## src/rtl/j1_io_uart_tx.sv

```systemverilog
// Memory-mapped 8N1 UART transmitter on the J1 I/O bus.
// CPU pushes bytes into a FIFO; an FSM serialises them on tx.
module j1_io_uart_tx #(
  parameter logic [15:0] BASE_ADDR   = 16'h6000,
  parameter int unsigned FIFO_AW     = 4,
  parameter logic [15:0] DEFAULT_DIV = 16'd434
) (
  input  logic        sys_clk_i,
  input  logic        sys_rst_i,
  input  logic        io_rd,
  input  logic        io_wr,
  input  logic [15:0] io_addr,
  input  logic [15:0] io_din,
  output logic [15:0] io_dout,
  output logic        tx,
  output logic        tx_busy
);

  localparam int unsigned DEPTH = 1 << FIFO_AW;
  localparam logic [FIFO_AW:0] FULL_CNT = (FIFO_AW+1)'(DEPTH);

  typedef enum logic [1:0] {
    S_IDLE,
    S_START,
    S_DATA,
    S_STOP
  } state_e;

  // Bus decode
  logic       hit;
  logic [1:0] off;
  logic       wr_data;
  logic       wr_stat;
  logic       wr_div;
  logic       unused_addr0;

  assign hit = (io_addr[15:3] == BASE_ADDR[15:3])
            && (io_addr[15:14] != 2'b00);
  assign off = io_addr[2:1];
  assign wr_data = io_wr && hit && (off == 2'd0);
  assign wr_stat = io_wr && hit && (off == 2'd1);
  assign wr_div  = io_wr && hit && (off == 2'd2);
  assign unused_addr0 = io_addr[0];

  // FIFO state
  logic [7:0]         mem_q [DEPTH];
  logic [FIFO_AW-1:0] wptr_q;
  logic [FIFO_AW-1:0] rptr_q;
  logic [FIFO_AW:0]   cnt_q;
  logic [FIFO_AW:0]   cnt_d;
  logic               empty;
  logic               full;
  logic               push;
  logic               pop;
  logic               drop;

  // Transmitter state
  state_e      state_q;
  logic [2:0]  bit_q;
  logic [15:0] baud_q;
  logic [15:0] div_l_q;
  logic [7:0]  shift_q;
  logic        tx_q;
  logic        baud_end;

  // Registers
  logic        ovf_q;
  logic [15:0] div_q;
  logic [15:0] div_d;
  logic [15:0] status;

  assign empty    = (cnt_q == '0);
  assign full     = (cnt_q == FULL_CNT);
  assign baud_end = (baud_q == div_l_q - 16'd1);

  // The FSM pops on leaving IDLE or at the end of a stop bit.
  assign pop  = !empty && ((state_q == S_IDLE)
             || ((state_q == S_STOP) && baud_end));
  assign push = wr_data && (!full || pop);
  assign drop = wr_data && full && !pop;

  always_comb begin
    cnt_d = cnt_q;
    unique case ({push, pop})
      2'b10:   cnt_d = cnt_q + 1'b1;
      2'b01:   cnt_d = cnt_q - 1'b1;
      default: cnt_d = cnt_q;
    endcase
  end

  always_comb begin
    div_d = div_q;
    if (wr_div) begin
      div_d = (io_din < 16'd2) ? 16'd2 : io_din;
    end
  end

  always_ff @(posedge sys_clk_i) begin
    if (push) begin
      mem_q[wptr_q] <= io_din[7:0];
    end
  end

  always_ff @(posedge sys_clk_i or posedge sys_rst_i) begin
    if (sys_rst_i) begin
      wptr_q <= '0;
      rptr_q <= '0;
      cnt_q  <= '0;
      ovf_q  <= 1'b0;
      div_q  <= DEFAULT_DIV;
    end else begin
      if (push) begin
        wptr_q <= wptr_q + 1'b1;
      end
      if (pop) begin
        rptr_q <= rptr_q + 1'b1;
      end
      cnt_q <= cnt_d;
      div_q <= div_d;
      // A drop in the same cycle as a clear leaves overflow set.
      if (drop) begin
        ovf_q <= 1'b1;
      end else if (wr_stat && io_din[3]) begin
        ovf_q <= 1'b0;
      end
    end
  end

  always_ff @(posedge sys_clk_i or posedge sys_rst_i) begin
    if (sys_rst_i) begin
      state_q <= S_IDLE;
      bit_q   <= '0;
      baud_q  <= '0;
      div_l_q <= DEFAULT_DIV;
      shift_q <= '0;
      tx_q    <= 1'b1;
    end else begin
      unique case (state_q)
        S_IDLE: begin
          tx_q <= 1'b1;
          if (pop) begin
            shift_q <= mem_q[rptr_q];
            div_l_q <= div_q;
            baud_q  <= '0;
            tx_q    <= 1'b0;
            state_q <= S_START;
          end
        end
        S_START: begin
          if (baud_end) begin
            baud_q  <= '0;
            bit_q   <= '0;
            tx_q    <= shift_q[0];
            state_q <= S_DATA;
          end else begin
            baud_q <= baud_q + 16'd1;
          end
        end
        S_DATA: begin
          if (baud_end) begin
            baud_q <= '0;
            if (bit_q == 3'd7) begin
              tx_q    <= 1'b1;
              state_q <= S_STOP;
            end else begin
              bit_q   <= bit_q + 3'd1;
              shift_q <= shift_q >> 1;
              tx_q    <= shift_q[1];
            end
          end else begin
            baud_q <= baud_q + 16'd1;
          end
        end
        S_STOP: begin
          if (baud_end) begin
            baud_q <= '0;
            if (pop) begin
              shift_q <= mem_q[rptr_q];
              div_l_q <= div_q;
              tx_q    <= 1'b0;
              state_q <= S_START;
            end else begin
              state_q <= S_IDLE;
            end
          end else begin
            baud_q <= baud_q + 16'd1;
          end
        end
        default: begin
          tx_q    <= 1'b1;
          state_q <= S_IDLE;
        end
      endcase
    end
  end

  always_comb begin
    status = '0;
    status[0] = (state_q != S_IDLE);
    status[1] = full;
    status[2] = empty;
    status[3] = ovf_q;
    status[8+FIFO_AW:8] = cnt_q;
  end

  always_comb begin
    io_dout = '0;
    if (io_rd && hit) begin
      case (off)
        2'd1:    io_dout = status;
        2'd2:    io_dout = div_q;
        default: io_dout = '0;
      endcase
    end
  end

  assign tx      = tx_q;
  assign tx_busy = (state_q != S_IDLE) || !empty;

endmodule

```

## config.mk

```make
export PLATFORM = sky130hd
export DESIGN_NAME = j1_io_uart_tx
export DESIGN_NICKNAME = d
export VERILOG_FILES = /design/src/rtl/j1_io_uart_tx.sv
export SDC_FILE = /design/constraint.sdc
export NUM_CORES = 1
export LEC_CHECK = 0
export ABC_AREA = 1
export ABC_CLOCK_PERIOD_IN_PS = 3200
export CORE_MARGIN = 1.5
export CORE_UTILIZATION = 45
export CTS_BUF_LIST = sky130_fd_sc_hd__clkbuf_8
export DETAILED_ROUTE_END_ITERATION = 12
export DONT_BUFFER_PORTS = 1
export SETUP_SLACK_MARGIN = 0.4
export SYNTH_ARGS = -nofsm -noshare
export SYNTH_HDL_FRONTEND = slang
export SYNTH_SLANG_ARGS = --single-unit
```

## constraint.sdc

```tcl
create_clock -name sys_clk_i -period 3.2 [get_ports sys_clk_i]
set_input_delay 0.64 -clock sys_clk_i [delete_from_list [all_inputs] [get_ports sys_clk_i]]
set_output_delay 0.64 -clock sys_clk_i [all_outputs]
set_load 0.05 [all_outputs]
```

== Word-level counts from Yosys, hierarchy flattened ==
Memories as Yosys holds them, arrays and structs flattened.
Index checks and enable logic that the tools add are counted.

* Flip-flop bits (word level): 76
* Bits in latches: 0
* Bits in writable memories: 128
* ROM bits: 0
* Input bits: 36
* Output and inout port bits: 18
* Word-level logic and storage cells: 109
* Memories kept: 1

{| class="wikitable"
|+ Memories
! name !! depth !! width !! read ports !! clocked after memory_dff !! write ports !! RTL line !! RTL
|-
| mem_q || 16 || 8 || 1 || 0 || 1 || 46 || <nowiki>logic [7:0] mem_q [DEPTH];</nowiki>
|}

* Add/subtract/negate cells: 7
* Multiply operators: 0
* Divide/modulo/power cells: 0
* Order comparisons: 1
* Equality and inequality tests: 18
* Shifts and indexed selects: 0
* Muxes and demuxes: 37
* Bitwise logic cells: 0
* Reductions and logical operators: 34

{| class="wikitable"
|+ Operators with widths
! operator !! count
|-
| $mux W16 || 6
|-
| $pmux W16 S2 || 3
|-
| $mux W8 || 4
|-
| $pmux W8 S3 || 1
|-
| $add A16 B1 Y16 const B || 1
|-
| $eq A16 B16 Y1 || 1
|-
| $lt A16 B2 Y1 const B || 1
|-
| $sub A16 B1 Y16 const B || 1
|-
| $ne A2 B2 Y1 const B || 7
|-
| $eq A13 B12 Y1 const B || 1
|-
| $logic_and A1 B1 Y1 || 12
|-
| $reduce_and A4 Y1 || 3
|-
| $reduce_bool A2 Y1 || 6
|-
| $mux W1 || 11
|-
| $mux W2 || 5
|-
| $pmux W5 S2 || 1
|-
| $mux W3 || 3
|-
| $add A4 B1 Y4 const B || 2
|-
| $eq A2 B2 Y1 const B || 4
|-
| $pmux W2 S4 || 1
|-
| $eq A2 B1 Y1 const B || 3
|-
| $pmux W3 S2 || 1
|-
| $add A5 B1 Y5 const B || 1
|-
| $eq A5 B5 Y1 const B || 1
|-
| 12 further kinds || 17
|}

== Longest topological paths before layout ==
Gate-level depths: netlist of the first run.

* Depth after elaboration: 9
* Depth in mapped cells: 24
* Gate-level depth less buffers: 24

== Worst setup path before layout of the first run ==
Ideal clock, no wire load.

* Path type: register to register
* From: register div_l_q[0]
* To: memory mem_q[11][0], enable pin
* Library setup time: 383 ps
* Arrival time: 2565 ps
* Data required time: 2817 ps
* Slack: 252 ps
* Cell stages (with the launch flop): 16
* Path buffers: 1
* Period minus slack after synthesis: 2948 ps
* Cells stage by stage: dfrtp_1 -> inv_2 -> ha_1 -> nand3_4 -> nor2_4 -> nand3_2 -> nand2_1 -> inv_1 -> nor2_2 -> nand2_1 -> nor2_4 -> nand3_4 -> nand3_1 -> buf_4 -> nand3_2 -> nor3_1

* Word-level cells in the longest chain between the ends: 9

{| class="wikitable"
|+ RTL lines
! what !! RTL line !! RTL
|-
| start, declared || 61 || <nowiki>logic [15:0] div_l_q;</nowiki>
|-
| start signal, assigned || 143 || <nowiki>div_l_q <= div_q;</nowiki>
|-
| start signal, assigned || 179 || <nowiki>div_l_q <= div_q;</nowiki>
|-
| $sub A16 B1 Y16 || 74 || <nowiki>assign baud_end = (baud_q == div_l_q - 16'd1);</nowiki>
|-
| $eq A16 B16 Y1 || 74 ||
|-
| $logic_and A1 B1 Y1 || 78 || <nowiki>|| ((state_q == S_STOP) && baud_end));</nowiki>
|-
| $logic_or A1 B1 Y1 || 78 ||
|-
| $logic_and A1 B1 Y1 || 77 || <nowiki>assign pop = !empty && ((state_q == S_IDLE)</nowiki>
|-
| $logic_or A1 B1 Y1 || 79 || <nowiki>assign push = wr_data && (!full || pop);</nowiki>
|-
| $logic_and A1 B1 Y1 || 79 ||
|-
| $mux W1 || 99 || <nowiki>if (push) begin</nowiki>
|-
| $mux W1 (not written as such) || 100 || <nowiki>mem_q[wptr_q] <= io_din[7:0];</nowiki>
|-
| end, declared || 46 ||
|}

No other way between the ends.

== Final worst setup path of the first run ==
* From: register div_l_q[1]
* To: register cnt_q[4]

* Word-level cells in the longest chain between the ends: 9
* Elaborated cells on any way between the ends: 11
* Those cells by class: add/sub (1); eq/ne (3); mux (1); reduce/logical (6)

{| class="wikitable"
|+ RTL lines
! what !! RTL line !! RTL
|-
| $sub A16 B1 Y16 (*) || 74 ||
|-
| $eq A16 B16 Y1 (*) || 74 ||
|-
| $logic_and A1 B1 Y1 (*) || 78 ||
|-
| $logic_or A1 B1 Y1 (*) || 78 ||
|-
| $logic_and A1 B1 Y1 (*) || 77 ||
|-
| $logic_or A1 B1 Y1 || 79 ||
|-
| $logic_and A1 B1 Y1 || 79 ||
|-
| $eq A2 B1 Y1 / $eq A2 B2 Y1 (equally long branches) || 84 || <nowiki>unique case ({push, pop})</nowiki>
|-
| $pmux W5 S2 / $reduce_bool A2 Y1 (equally long branches) || n/a ||
|-
| end signal, assigned || 118 || <nowiki>cnt_q <= cnt_d;</nowiki>
|-
| end, declared || 49 || <nowiki>logic [FIFO_AW:0] cnt_q;</nowiki>
|}

Every way passes the cells marked *; elsewhere a longest branch is shown, timed or not.
A chain may end at the register's enable or synchronous reset.

==> parameters.txt, run 1 <==
Parameter                              Value

Outcome
  Status    complete, no violations

Power and ir drop
  Power density over the cells    443.6 nW/um^2
  Static Leakage    4.589 nW
  Peak supply drop    roughly 0.25 mV

Clock tree
  Clock-pin slew of the registers on the worst-case setup and hold paths    70 ps
  Clock root buffer    sky130_fd_sc_hd__clkbuf_8
  TritonCTS clock tree    done
  Number of buffers created by CTS    36
  Clock insertion delay at the later pin of the skew report    530 ps
  Maximum number of buffers from clock root to sink    3
  Number of H-tree levels    2
  Clock sink count    approximately 200

Layout
  Syn-to-layout area delta    15.99%
  Final nets    1120
  Core Util, Final    about 53%
  Number of antenna repair diodes    0
  Share of layout cells above drive strength 1    about a fifth
  Final design area excluding fillers    11580 um^2

Synth
  Number of distinct library cell variants in the gate-level netlist after synthesis    48
  Seq cells post-synth    204
  Synthesized instance count    993
  Cell types occupying the most area after synthesis    sky130_fd_sc_hd__edfxtp_1, sky130_fd_sc_hd__dfrtp_1, sky130_fd_sc_hd__nand2_1, sky130_fd_sc_hd__o21ai_0, sky130_fd_sc_hd__nor2_1
  Synth async-reset ratio    37.25%
  Per-instance average area after synthesis    10.06 um^2
  Register area share after synthesis    57.67%
  Yosys warning total    0
  Number of flops mapped to enable cells by yosys    128
  Most used flip-flop cell after synthesis    sky130_fd_sc_hd__edfxtp_1
  Area fraction of the dominant cell type after synthesis    about two fifths
  Mapped Nets    1050
  Total standard cell area after synthesis    9986 um^2
  Cell type with the highest aggregate area in the netlist    sky130_fd_sc_hd__edfxtp_1

Floorplan
  Number of cell rows    54
  Horizontal die dimension    152.0 um
  Die Footprint    23090 um^2
  Initial standard-cell utilization of the core    45.76%
  Ports placed on the boundary    54
  Vertical extent of the die    152.0 um
  Core area    ~22000 um^2

Worst setup path
  Reg2reg setup slack    300 ps
  Worst reg2reg path depth    22
  Arrival time at the worst endpoint    roughly 3300 ps
  Critical path start-end classification    reg -> reg
  Required time at the endpoint of the critical path    3620 ps
  Highest fanout seen on the critical path    6
  Critical Path Start Type    flip-flop
  Endpoint kind of the worst setup timing path    flip-flop

Timing
  Worst Slack Setup Final    ~300 ps
  Final critical delay including setup and external delays    2901 ps
  Unrepaired setup endpoints after global routing    true
  Max transition margin    55.92%
  Worst-Margin Slew    660.4 ps
  Highest achievable clock rate    344.7 MHz
  Final setup fails    0
  Setup TNS    0 ps
  Final Max Tran Viols    0
  Hold Violations, Final    0
  Ratio of final minimum period to clock period    about 91%
  Skew final    31.38 ps

Placement
  Cell Area, Placed    roughly 11000 um^2
  Worst slack after detailed placement    92.53 ps
  Weighted congestion reported at the end of routability-driven placement    around 0.83
  HPWL reported at the end of detailed placement    between 15000 and 20000 um
  Number of I/O port buffers    0

Drt
  DRC violation total after the first TritonRoute iteration    542
  Routed via count    ~7400
  Post-route antenna net violation count    0
  Wirelength per Cell    17.23 um
  Post-detailed-route via-to-cell ratio    5.377
  TritonRoute pass-1 iters    5
  Total wirelength of the detailed-routed design    23610 um
  Remaining routing DRC violations    0

Flow run
  Max-cap viol count    0

Global routing
  First-pass GRT wire length    38030 um
  Maximum number of pins on one net before global-route repair    49
  Number of antenna violations at the first check in global routing    0
  Total GRT Usage    20.80%
  Number of global-route vias before repair    7162
  Total congestion overflow    0

Worst hold path
  Hold Path Class    in -> async
-- metal layers --
metal | track usage, % | part of all wire (%) | vias up
met5 | 0 | 0 | -
met4 | 5.825 | 1.4 | 0
met3 | 4.136 | 5.3 | 27
met2 | 32.04 | 46 | 189
met1 | 30.02 | 47 | 3582
li1 | - | - | 3568
-- power by group --
| part | total (W) | switching [W] | internal (W) | leakage (nW) |
|---|---|---|---|---|
| Combinational | 0.0000432 | 0.0000329 | 0.0000103 | 2.19 |
| Sequential | 0.00281 | 0.000000236 | 0.00281 | 2.01 |
| Clock | 0.00229 | 0.00108 | 0.00121 | 0.390 |
-- placed cells by master (no fill, tap or decap), types with 8 or more instances in the layout --
| master | instances |
|---|---|
| sky130_fd_sc_hd__buf_4 | 65 |
| sky130_fd_sc_hd__nand3_1 | 50 |
| sky130_fd_sc_hd__nor2_4 | 12 |
| sky130_fd_sc_hd__nand4_1 | 9 |
| sky130_fd_sc_hd__o221ai_1 | 27 |
| sky130_fd_sc_hd__nand2_2 | 10 |
| sky130_fd_sc_hd__o22ai_1 | 16 |
| sky130_fd_sc_hd__clkbuf_8 | 42 |
| sky130_fd_sc_hd__nor2_1 | 127 |
| sky130_fd_sc_hd__clkinv_1 | 8 |
| sky130_fd_sc_hd__o21ai_0 | 99 |
| sky130_fd_sc_hd__edfxtp_1 | 128 |
| sky130_fd_sc_hd__inv_2 | 11 |
| sky130_fd_sc_hd__nand2_1 | 150 |
| sky130_fd_sc_hd__xor2_1 | 29 |
| sky130_fd_sc_hd__dfstp_2 | 11 |
| sky130_fd_sc_hd__o21ai_2 | 22 |
| sky130_fd_sc_hd__ha_1 | 16 |
| sky130_fd_sc_hd__inv_1 | 80 |
| sky130_fd_sc_hd__a21oi_1 | 22 |
| sky130_fd_sc_hd__dfrtp_1 | 60 |
| sky130_fd_sc_hd__nor3_1 | 8 |
-- cell type report --
| cell class | count | area, um^2 |
|---|---|---|
| Timing Repair inverter | 1 | 5.005 |
| Clock buffer | 42 | 578.1 |
| Tap cell | 280 | 350.3 |
| Clock inverter | 23 | 113.9 |
| Fill cell | 1962 | 10240 |
| Inverter | 86 | 334.1 |
| Timing Repair Buffer | 69 | 550.5 |
| Multi-Input combinational cell | 665 | 3885 |
| Sequential cell | 204 | 5766 |
-- registers in the layout (all words and copies together) (netlist names) --
name and cells:
ovf_q 1, bit_q 3, div_l_q 16, state_q 2
div_q 16, rptr_q 4, tx 1, shift_q 8
baud_q 16, cnt_q 5, wptr_q 4, mem_q 128
-- repair_timing --
item / in CTS / in global routing
hold buffers: 0 / 0
resized for setup: 16 / 30
endpoints found under the setup margin: 127 / 168
pin swaps: 3 / 23
gates cloned: 1 / 0
setup buffers: 6 / 14
-- metrics by stage --
step | hold slack (ps) | power, W | instances
after global placement | 464.9 | 0.002903 | 1284
final | 73.87 | 0.005137 | 1370
after detailed placement | 473.3 | 0.002903 | 1284
after CTS | 78.95 | 0.005193 | 1356
after global routing | 113.9 | 0.005318 | 1370
after floorplan | 454.7 | 0.002888 | 993
-- cell families (layout without fill, tap and decap cells) --
group           after synthesis  after routing  synth area share (%)
flops                       204            204                 57.67
buf+inv                     124            221                 5.012
compound gates              205            205                 12.78
xor+xnor                     33             33                 2.970
simple gates                403            403                 18.56
fa+ha+maj                    21             21                 2.706
mux                           3              3                0.3007
-- cells in the mapped netlist, drive strengths merged (3+ instances only) --
library cell,n
a21oi,28
a22oi,3
buf,7
clkbuf,31
dfrtp,65
dfstp,11
edfxtp,128
ha,20
inv,85
mux2i,3
nand2,166
nand3,60
nand3b,3
nand4,9
nor2,144
nor3,8
nor4,6
o21ai,126
o221ai,27
o22ai,16
or2,4
xnor2,3
xor2,30
-- critical path, cell delays in order (launching register included) --
cell	delay, ps
sky130_fd_sc_hd__dfstp_2	540
sky130_fd_sc_hd__inv_2	50
sky130_fd_sc_hd__ha_4	180
sky130_fd_sc_hd__nand3_4	130
sky130_fd_sc_hd__nor2_4	80
sky130_fd_sc_hd__buf_6	110
sky130_fd_sc_hd__xor2_1	130
sky130_fd_sc_hd__nor2_1	110
sky130_fd_sc_hd__nand2_2	70
sky130_fd_sc_hd__nor2_4	130
sky130_fd_sc_hd__nand3_4	120
sky130_fd_sc_hd__nand2_4	90
sky130_fd_sc_hd__nand3_4	90
sky130_fd_sc_hd__inv_2	120
sky130_fd_sc_hd__ha_4	220
sky130_fd_sc_hd__a21oi_2	160
sky130_fd_sc_hd__nand2_2	90
sky130_fd_sc_hd__nand3_2	60
sky130_fd_sc_hd__nand2_2	60
sky130_fd_sc_hd__nand2_1	80
sky130_fd_sc_hd__nand2_1	50
sky130_fd_sc_hd__nand2_1	70
sky130_fd_sc_hd__inv_1	40
-- path summary, 6_finish.rpt --
path / start / to
max: div_l_q[1] / cnt_q[4]
min: sys_rst_i / div_l_q[15]
max reg2reg: div_l_q[1] / cnt_q[4]
min reg2reg: shift_q[2] / shift_q[2]
max in group asynchronous: sys_rst_i / div_l_q[1]
min in group sys_clk_i: io_din[0] / mem_q[7][0]
Note: power is estimated with default switching activity, not from simulation.
==> inputs of run 2 (changes only) <==
REMOVE_ABC_BUFFERS = 1   (was not set)
==> parameters.txt, run 2 (synthesis results as in run 1) <==
Parameter                              Value

Outcome
  Status    complete, no violations

Clock tree
  Clock-pin slew of the registers on the worst-case setup and hold paths    70 ps (about the same)
  Maximum number of buffers from clock root to sink    3 (unchanged)
  Clock root buffer    sky130_fd_sc_hd__clkbuf_8
  Clock sink count    204 (unchanged)
  Number of H-tree levels    2 (unchanged)
  Clock insertion delay at the later pin of the skew report    540 ps (about the same)
  TritonCTS clock tree    done
  Number of buffers created by CTS    37 (+2.8%)

Layout
  Leading cell types in the layout, fill and taps excluded    sky130_fd_sc_hd__nand2_1, sky130_fd_sc_hd__edfxtp_1, sky130_fd_sc_hd__nor2_1
  Share of layout cells above drive strength 1    22.78% (+1.4 points)
  Most common cell after layout, fill and taps aside    sky130_fd_sc_hd__nand2_1
  Syn-to-layout area delta    17.30%
  Number of antenna repair diodes    0 (unchanged)
  Final nets    1131 (+0.98%)
  Number of flip-flops in the largest register    128 (unchanged)
  Non-filler instance count after layout    1382 (+0.88%)
  Register ranked first by flip-flop count    mem_q
  Core Util, Final    53.68% (+0.60 points)

Drt
  Routed via count    7443 (+1.0%)
  Post-detailed-route via-to-cell ratio    5.386 (+0.17%)
  Wirelength per Cell    18.06 um (+4.8%)
  TritonRoute pass-1 iters    5 (unchanged)
  DRC violation total after the first TritonRoute iteration    504 (-7.0%)
  Post-route antenna net violation count    0 (unchanged)
  Remaining routing DRC violations    0 (unchanged)
  Total wirelength of the detailed-routed design    24960 um (+5.7%)

Floorplan
  Vertical extent of the die    152.0 um (unchanged)
  Die Footprint    23090 um^2 (unchanged)
  Horizontal die dimension    152.0 um (unchanged)
  Number of cell rows    54 (unchanged)
  Ports placed on the boundary    54 (unchanged)
  Core area    21820 um^2 (unchanged)
  Initial standard-cell utilization of the core    45.76% (unchanged)

Timing
  Worst-Margin Slew    723.0 ps (+62.58 ps)
  Final critical delay including setup and external delays    2819 ps (-81.73 ps)
  Ratio of final minimum period to clock period    88.10% (-2.6 points)
  Setup TNS    0 ps (unchanged)
  Skew final    36.41 ps (+5.030 ps)
  Worst Slack Setup Final    380.8 ps (+81.73 ps)
  Final setup fails    0 (unchanged)
  Final Max Tran Viols    0 (unchanged)
  Hold Violations, Final    0 (unchanged)
  Highest achievable clock rate    354.7 MHz (+2.9%)
  Max transition margin    51.75% (-4.2 points)
  Unrepaired setup endpoints after global routing    true

Worst setup path
  Arrival time at the worst endpoint    3250 ps (-70 ps)
  Worst reg2reg endpoint    cnt_q[4]
  Worst reg2reg startpoint    div_l_q[1]
  Required time at the endpoint of the critical path    3640 ps (+20 ps)
  Reg2reg setup slack    380 ps (+80 ps)
  Critical path start-end classification    reg -> reg
  Highest fanout seen on the critical path    7 (+1)
  Worst reg2reg path depth    20 (-9.1%)
  Endpoint kind of the worst setup timing path    flip-flop
  Critical Path Start Type    flip-flop

Global routing
  Number of antenna violations at the first check in global routing    0 (unchanged)
  Total congestion overflow    0 (unchanged)
  Number of global-route vias before repair    7313 (+2.1%)
  Total GRT Usage    21.66% (+0.86 points)
  First-pass GRT wire length    39470 um (+3.8%)
  Maximum number of pins on one net before global-route repair    41 (-16%)

Power and ir drop
  Power density over the cells    441.1 nW/um^2 (-0.55%)
  Power consumption    0.005167 W (+0.58%)
  Peak supply drop    0.2507 mV (+2.0%)
  Static Leakage    4.678 nW (+1.9%)

Placement
  Inst Count DP    1288 (+0.31%)
  Weighted congestion reported at the end of routability-driven placement    0.8405 (+1.3%)
  Number of I/O port buffers    0 (unchanged)
  HPWL reported at the end of detailed placement    16120 um (+4.3%)
  Worst slack after detailed placement    -58.47 ps (-151.0 ps)

Flow run
  Max-cap viol count    0 (unchanged)

Worst hold path
  Hold Path Class    in -> async
## run 2: power by group
group	internal [W]	switching [W]	total, W
Clock	0.00120	0.00112	0.00232
Combinational	0.0000102	0.0000315	0.0000418
Sequential	0.00281	0.000000231	0.00281
Total	0.00402	0.00115	0.00517
## run 2: how the worst max path moves through the flow
stage	from	slack (ps)	endpoint	cells past startpoint
2_1_floorplan	rptr_q[0]	120	shift_q[0]	7
3_3_place_gp	div_l_q[0]	60	cnt_q[4]	23
3_5_place_dp	div_l_q[0]	-60	cnt_q[4]	23
4_1_cts	div_l_q[1]	330	cnt_q[4]	24
5_1_grt	div_l_q[1]	160	cnt_q[4]	24
6_report	div_l_q[1]	380	cnt_q[4]	20
## run 2: worst max-delay path, stage by stage (launching register included)
cell                       delay [ps]
sky130_fd_sc_hd__dfstp_2          560
sky130_fd_sc_hd__buf_6            100
sky130_fd_sc_hd__nor2_4            30
sky130_fd_sc_hd__nand2_4          140
sky130_fd_sc_hd__xor2_1           200
sky130_fd_sc_hd__nand2b_1         130
sky130_fd_sc_hd__nand4_1          150
sky130_fd_sc_hd__nor2_4           170
sky130_fd_sc_hd__nand3_4          120
sky130_fd_sc_hd__nand2_4           90
sky130_fd_sc_hd__nand3_4          110
sky130_fd_sc_hd__inv_4            100
sky130_fd_sc_hd__ha_4             210
sky130_fd_sc_hd__a21oi_2          150
sky130_fd_sc_hd__nand2_2           90
sky130_fd_sc_hd__nand3_2           70
sky130_fd_sc_hd__nand2_1           60
sky130_fd_sc_hd__nand2_1           60
sky130_fd_sc_hd__nand2_1           50
sky130_fd_sc_hd__nand2_1           60
sky130_fd_sc_hd__inv_1             40
## run 2: area by class of cell
type / instances / area [um^2]
clock buffer: 41 / 564.3
clock inverter: 26 / 130.1
fill: 1931 / 10110
inverter: 86 / 336.6
multi-input combinational: 667 / 3963
sequential: 204 / 5763
tap: 280 / 350.3
timing repair buffer: 77 / 601.8
timing repair inverter: 1 / 5.005
## run 2: timing repair
item / 4_1_cts / 5_1_grt
cloned: 1 / 2
pin swaps: 17 / 18
setup buffers: 12 / 12
hold buffers: 0 / 0
endpoints found under the setup margin: 134 / 176
gates resized for setup: 29 / 31
## run 2: stage by stage
step	cell area, um^2	hold WS, ps
2_1_floorplan	9808	454.7
3_3_place_gp	10570	463.6
3_5_place_dp	10570	469.6
4_1_cts	11470	87.91
5_1_grt	11710	124.9
6_report	11710	84.65
## run 2: layer usage
layer	track usage, %	up-vias	part of all wire [%]
li1	-	3607	-
met1	30.36	3585	45
met2	34.26	210	47
met3	3.908	41	6.0
met4	6.889	0	2.3
met5	0	-	0
==> inputs of run 3 (changes only) <==
CORE_MARGIN = 2   (was 1.5)
RECOVER_POWER = 50   (was not set)
==> parameters.txt, run 3 (synthesis results as in run 1) <==
Parameter                              Value

Outcome
  Status    finished with violations
  Violated checks    capacitance limit, slew limit

Timing
  Hold WS    194.5 ps (+109.8 ps)
  Worst-Margin Slew    1565 ps (+842.4 ps)
  Highest achievable clock rate    350.8 MHz (-1.1%)
  Final critical delay including setup and external delays    2851 ps (+31.40 ps)
  Worst Slack Setup Final    349.4 ps (-31.40 ps)
  Skew final    38.18 ps (+1.765 ps)
  Unrepaired setup endpoints after global routing    true
  Final Max Tran Viols    34 (+34)
  Hold Violations, Final    0 (unchanged)
  Final setup fails    0 (unchanged)
  Ratio of final minimum period to clock period    89.08% (+0.98 points)
  Max transition margin    -4.932% (-57 points)

Layout
  Number of antenna repair diodes    0 (unchanged)
  Core Util, Final    53.27% (-0.41 points)
  Register ranked first by flip-flop count    mem_q
  Number of flip-flops in the largest register    128 (unchanged)
  Final design area excluding fillers    11620 um^2 (-0.76%)
  Fill count    1938 (+0.36%)
  Non-filler instance count after layout    1376 (-0.43%)
  Share of layout cells above drive strength 1    21.17% (-1.6 points)
  Leading cell types in the layout, fill and taps excluded    sky130_fd_sc_hd__nand2_1, sky130_fd_sc_hd__edfxtp_1, sky130_fd_sc_hd__nor2_1
  Syn-to-layout area delta    16.41%
  Final nets    1126 (-0.44%)
  Most common cell after layout, fill and taps aside    sky130_fd_sc_hd__nand2_1

Worst setup path
  Endpoint kind of the worst setup timing path    flip-flop
  Critical Path Start Type    flip-flop
  Required time at the endpoint of the critical path    3640 ps (about the same)
  Worst reg2reg path depth    21 (+5.0%)
  Highest fanout seen on the critical path    5 (-2)
  Arrival time at the worst endpoint    3290 ps (+40 ps)
  Critical path start-end classification    reg -> reg

Flow run
  Max-cap viol count    1 (+1)

Clock tree
  Maximum number of buffers from clock root to sink    3 (unchanged)
  Clock-pin slew of the registers on the worst-case setup and hold paths    60 ps (about the same)
  Number of H-tree levels    2 (unchanged)
  Number of buffers created by CTS    36 (-2.7%)
  Hold Buf Count CTS    0 (unchanged)
  Clock root buffer    sky130_fd_sc_hd__clkbuf_8
  Clock sink count    204 (unchanged)
  TritonCTS clock tree    done
  Clock insertion delay at the later pin of the skew report    540 ps (about the same)

Drt
  Total wirelength of the detailed-routed design    24450 um (-2.0%)
  Post-route antenna net violation count    0 (unchanged)
  Wirelength per Cell    17.77 um (-1.6%)
  Post-detailed-route via-to-cell ratio    5.326 (-1.1%)
  DRC violation total after the first TritonRoute iteration    506 (+0.40%)
  Remaining routing DRC violations    0 (unchanged)
  Routed via count    7329 (-1.5%)
  TritonRoute pass-1 iters    4 (-1)

Global routing
  Total GRT Usage    20.86% (-0.80 points)
  Total congestion overflow    0 (unchanged)
  Number of antenna violations at the first check in global routing    0 (unchanged)
  Number of global-route vias before repair    7227 (-1.2%)
  First-pass GRT wire length    38380 um (-2.8%)
  Maximum number of pins on one net before global-route repair    59 (+44%)

Placement
  Number of I/O port buffers    0 (unchanged)
  Worst slack after detailed placement    -12.22 ps (+46.25 ps)
  Weighted congestion reported at the end of routability-driven placement    0.8111 (-3.5%)
  HPWL reported at the end of detailed placement    15860 um (-1.6%)
  Inst Count DP    1287 (-0.078%)
  Cell Area, Placed    10550 um^2 (-0.19%)

Worst hold path
  Hold Path Class    in -> reg
  Instance count along the most critical hold path    0

Floorplan
  Vertical extent of the die    153.0 um (+0.66%)
  Core area    21820 um^2 (unchanged)
  Die Footprint    23400 um^2 (+1.3%)
  Initial standard-cell utilization of the core    45.76% (unchanged)
  Number of cell rows    54 (unchanged)
  Ports placed on the boundary    54 (unchanged)
  Horizontal die dimension    153.0 um (+0.66%)

Power and ir drop
  Power density over the cells    434.8 nW/um^2 (-1.4%)
  Peak supply drop    0.4137 mV (+65%)
  Static Leakage    4.629 nW (-1.1%)
==> run 3: cell count changes in the layout (fill, tap and decap cells not counted), moves of 3 or more <==
cell | before | now
sky130_fd_sc_hd__buf_4 | 73 | 65
sky130_fd_sc_hd__clkbuf_1 | 0 | 3
sky130_fd_sc_hd__clkinv_2 | 6 | 3
sky130_fd_sc_hd__inv_1 | 79 | 85
sky130_fd_sc_hd__nand3_1 | 48 | 45
sky130_fd_sc_hd__nor2_4 | 11 | 8
==> run 3: through the flow <==
stage / power (W) / setup TNS [ps]
after floorplan: 0.002888 / 0
after global placement: 0.002900 / 0
after detailed placement: 0.002900 / -12.22
after CTS: 0.005112 / 0
after global routing: 0.005241 / 0
final: 0.005055 / 0
==> run 3: critical path: stages (launching register included) <==
cell                      delay (ps)
sky130_fd_sc_hd__dfstp_2         540
sky130_fd_sc_hd__inv_2            40
sky130_fd_sc_hd__ha_4            170
sky130_fd_sc_hd__nand3_4         120
sky130_fd_sc_hd__buf_6           110
sky130_fd_sc_hd__xor2_1          120
sky130_fd_sc_hd__inv_1            60
sky130_fd_sc_hd__nor2_2           90
sky130_fd_sc_hd__nand2_1          60
sky130_fd_sc_hd__nor2_2          170
sky130_fd_sc_hd__nand3_4         120
sky130_fd_sc_hd__nand2_4          90
sky130_fd_sc_hd__nand3_4         120
sky130_fd_sc_hd__fa_2            410
sky130_fd_sc_hd__inv_2            80
sky130_fd_sc_hd__nand3_2          60
sky130_fd_sc_hd__nand2_2          90
sky130_fd_sc_hd__nand3_2          90
sky130_fd_sc_hd__nand2_2          70
sky130_fd_sc_hd__nand3_1          60
sky130_fd_sc_hd__nand2_1          60
sky130_fd_sc_hd__inv_1            30
==> run 3: final cells by class <==
| cell class | instances | area, um^2 | share of cell area (%) |
|---|---|---|---|
| repair buffers | 74 | 575.6 | 4.951 |
| clock inverters | 25 | 112.6 | 0.9687 |
| inverters | 86 | 337.8 | 2.906 |
| repair inverters | 1 | 5.005 | 0.04305 |
| flip-flops and latches | 204 | 5763 | 49.57 |
| multi-input cells | 666 | 3930 | 33.81 |
| well taps | 280 | 350.3 | 3.014 |
| clock buffers | 40 | 550.5 | 4.736 |
==> run 3: final timing paths <==
check	start	end	slack, ps
setup / recovery	div_l_q[1]	cnt_q[4]	350
hold / removal	io_din[3]	mem_q[15][3]	190
setup reg to reg	div_l_q[1]	cnt_q[4]	350
hold reg to reg	shift_q[2]	shift_q[2]	480
max in group asynchronous	sys_rst_i	div_l_q[14]	1030
min in group asynchronous	sys_rst_i	rptr_q[3]	370
==> run 3: where the power goes <==
group | internal [W] | switching [W] | total [W]
combinational | 0.00000831 | 0.0000306 | 0.0000389
sequential | 0.00281 | 0.000000233 | 0.00281
clock | 0.00116 | 0.00105 | 0.00221
==> run 3: routing by layer <==
| layer | up-vias | track usage, % | wire length, um |
|---|---|---|---|
| li1 | 3594 | - | - |
| met1 | 3494 | 29.09 | 10950 |
| met2 | 197 | 33.67 | 11650 |
| met3 | 44 | 3.346 | 1282 |
| met4 | 0 | 6.658 | 566 |
| met5 | - | 0 | 0 |
==> run 3: repair_timing <==
item,4_1_cts,5_1_grt
pin swaps,4,15
buffers inserted,11,11
resized for setup,17,35
cloned,1,1
endpoints found under the setup margin,112,166
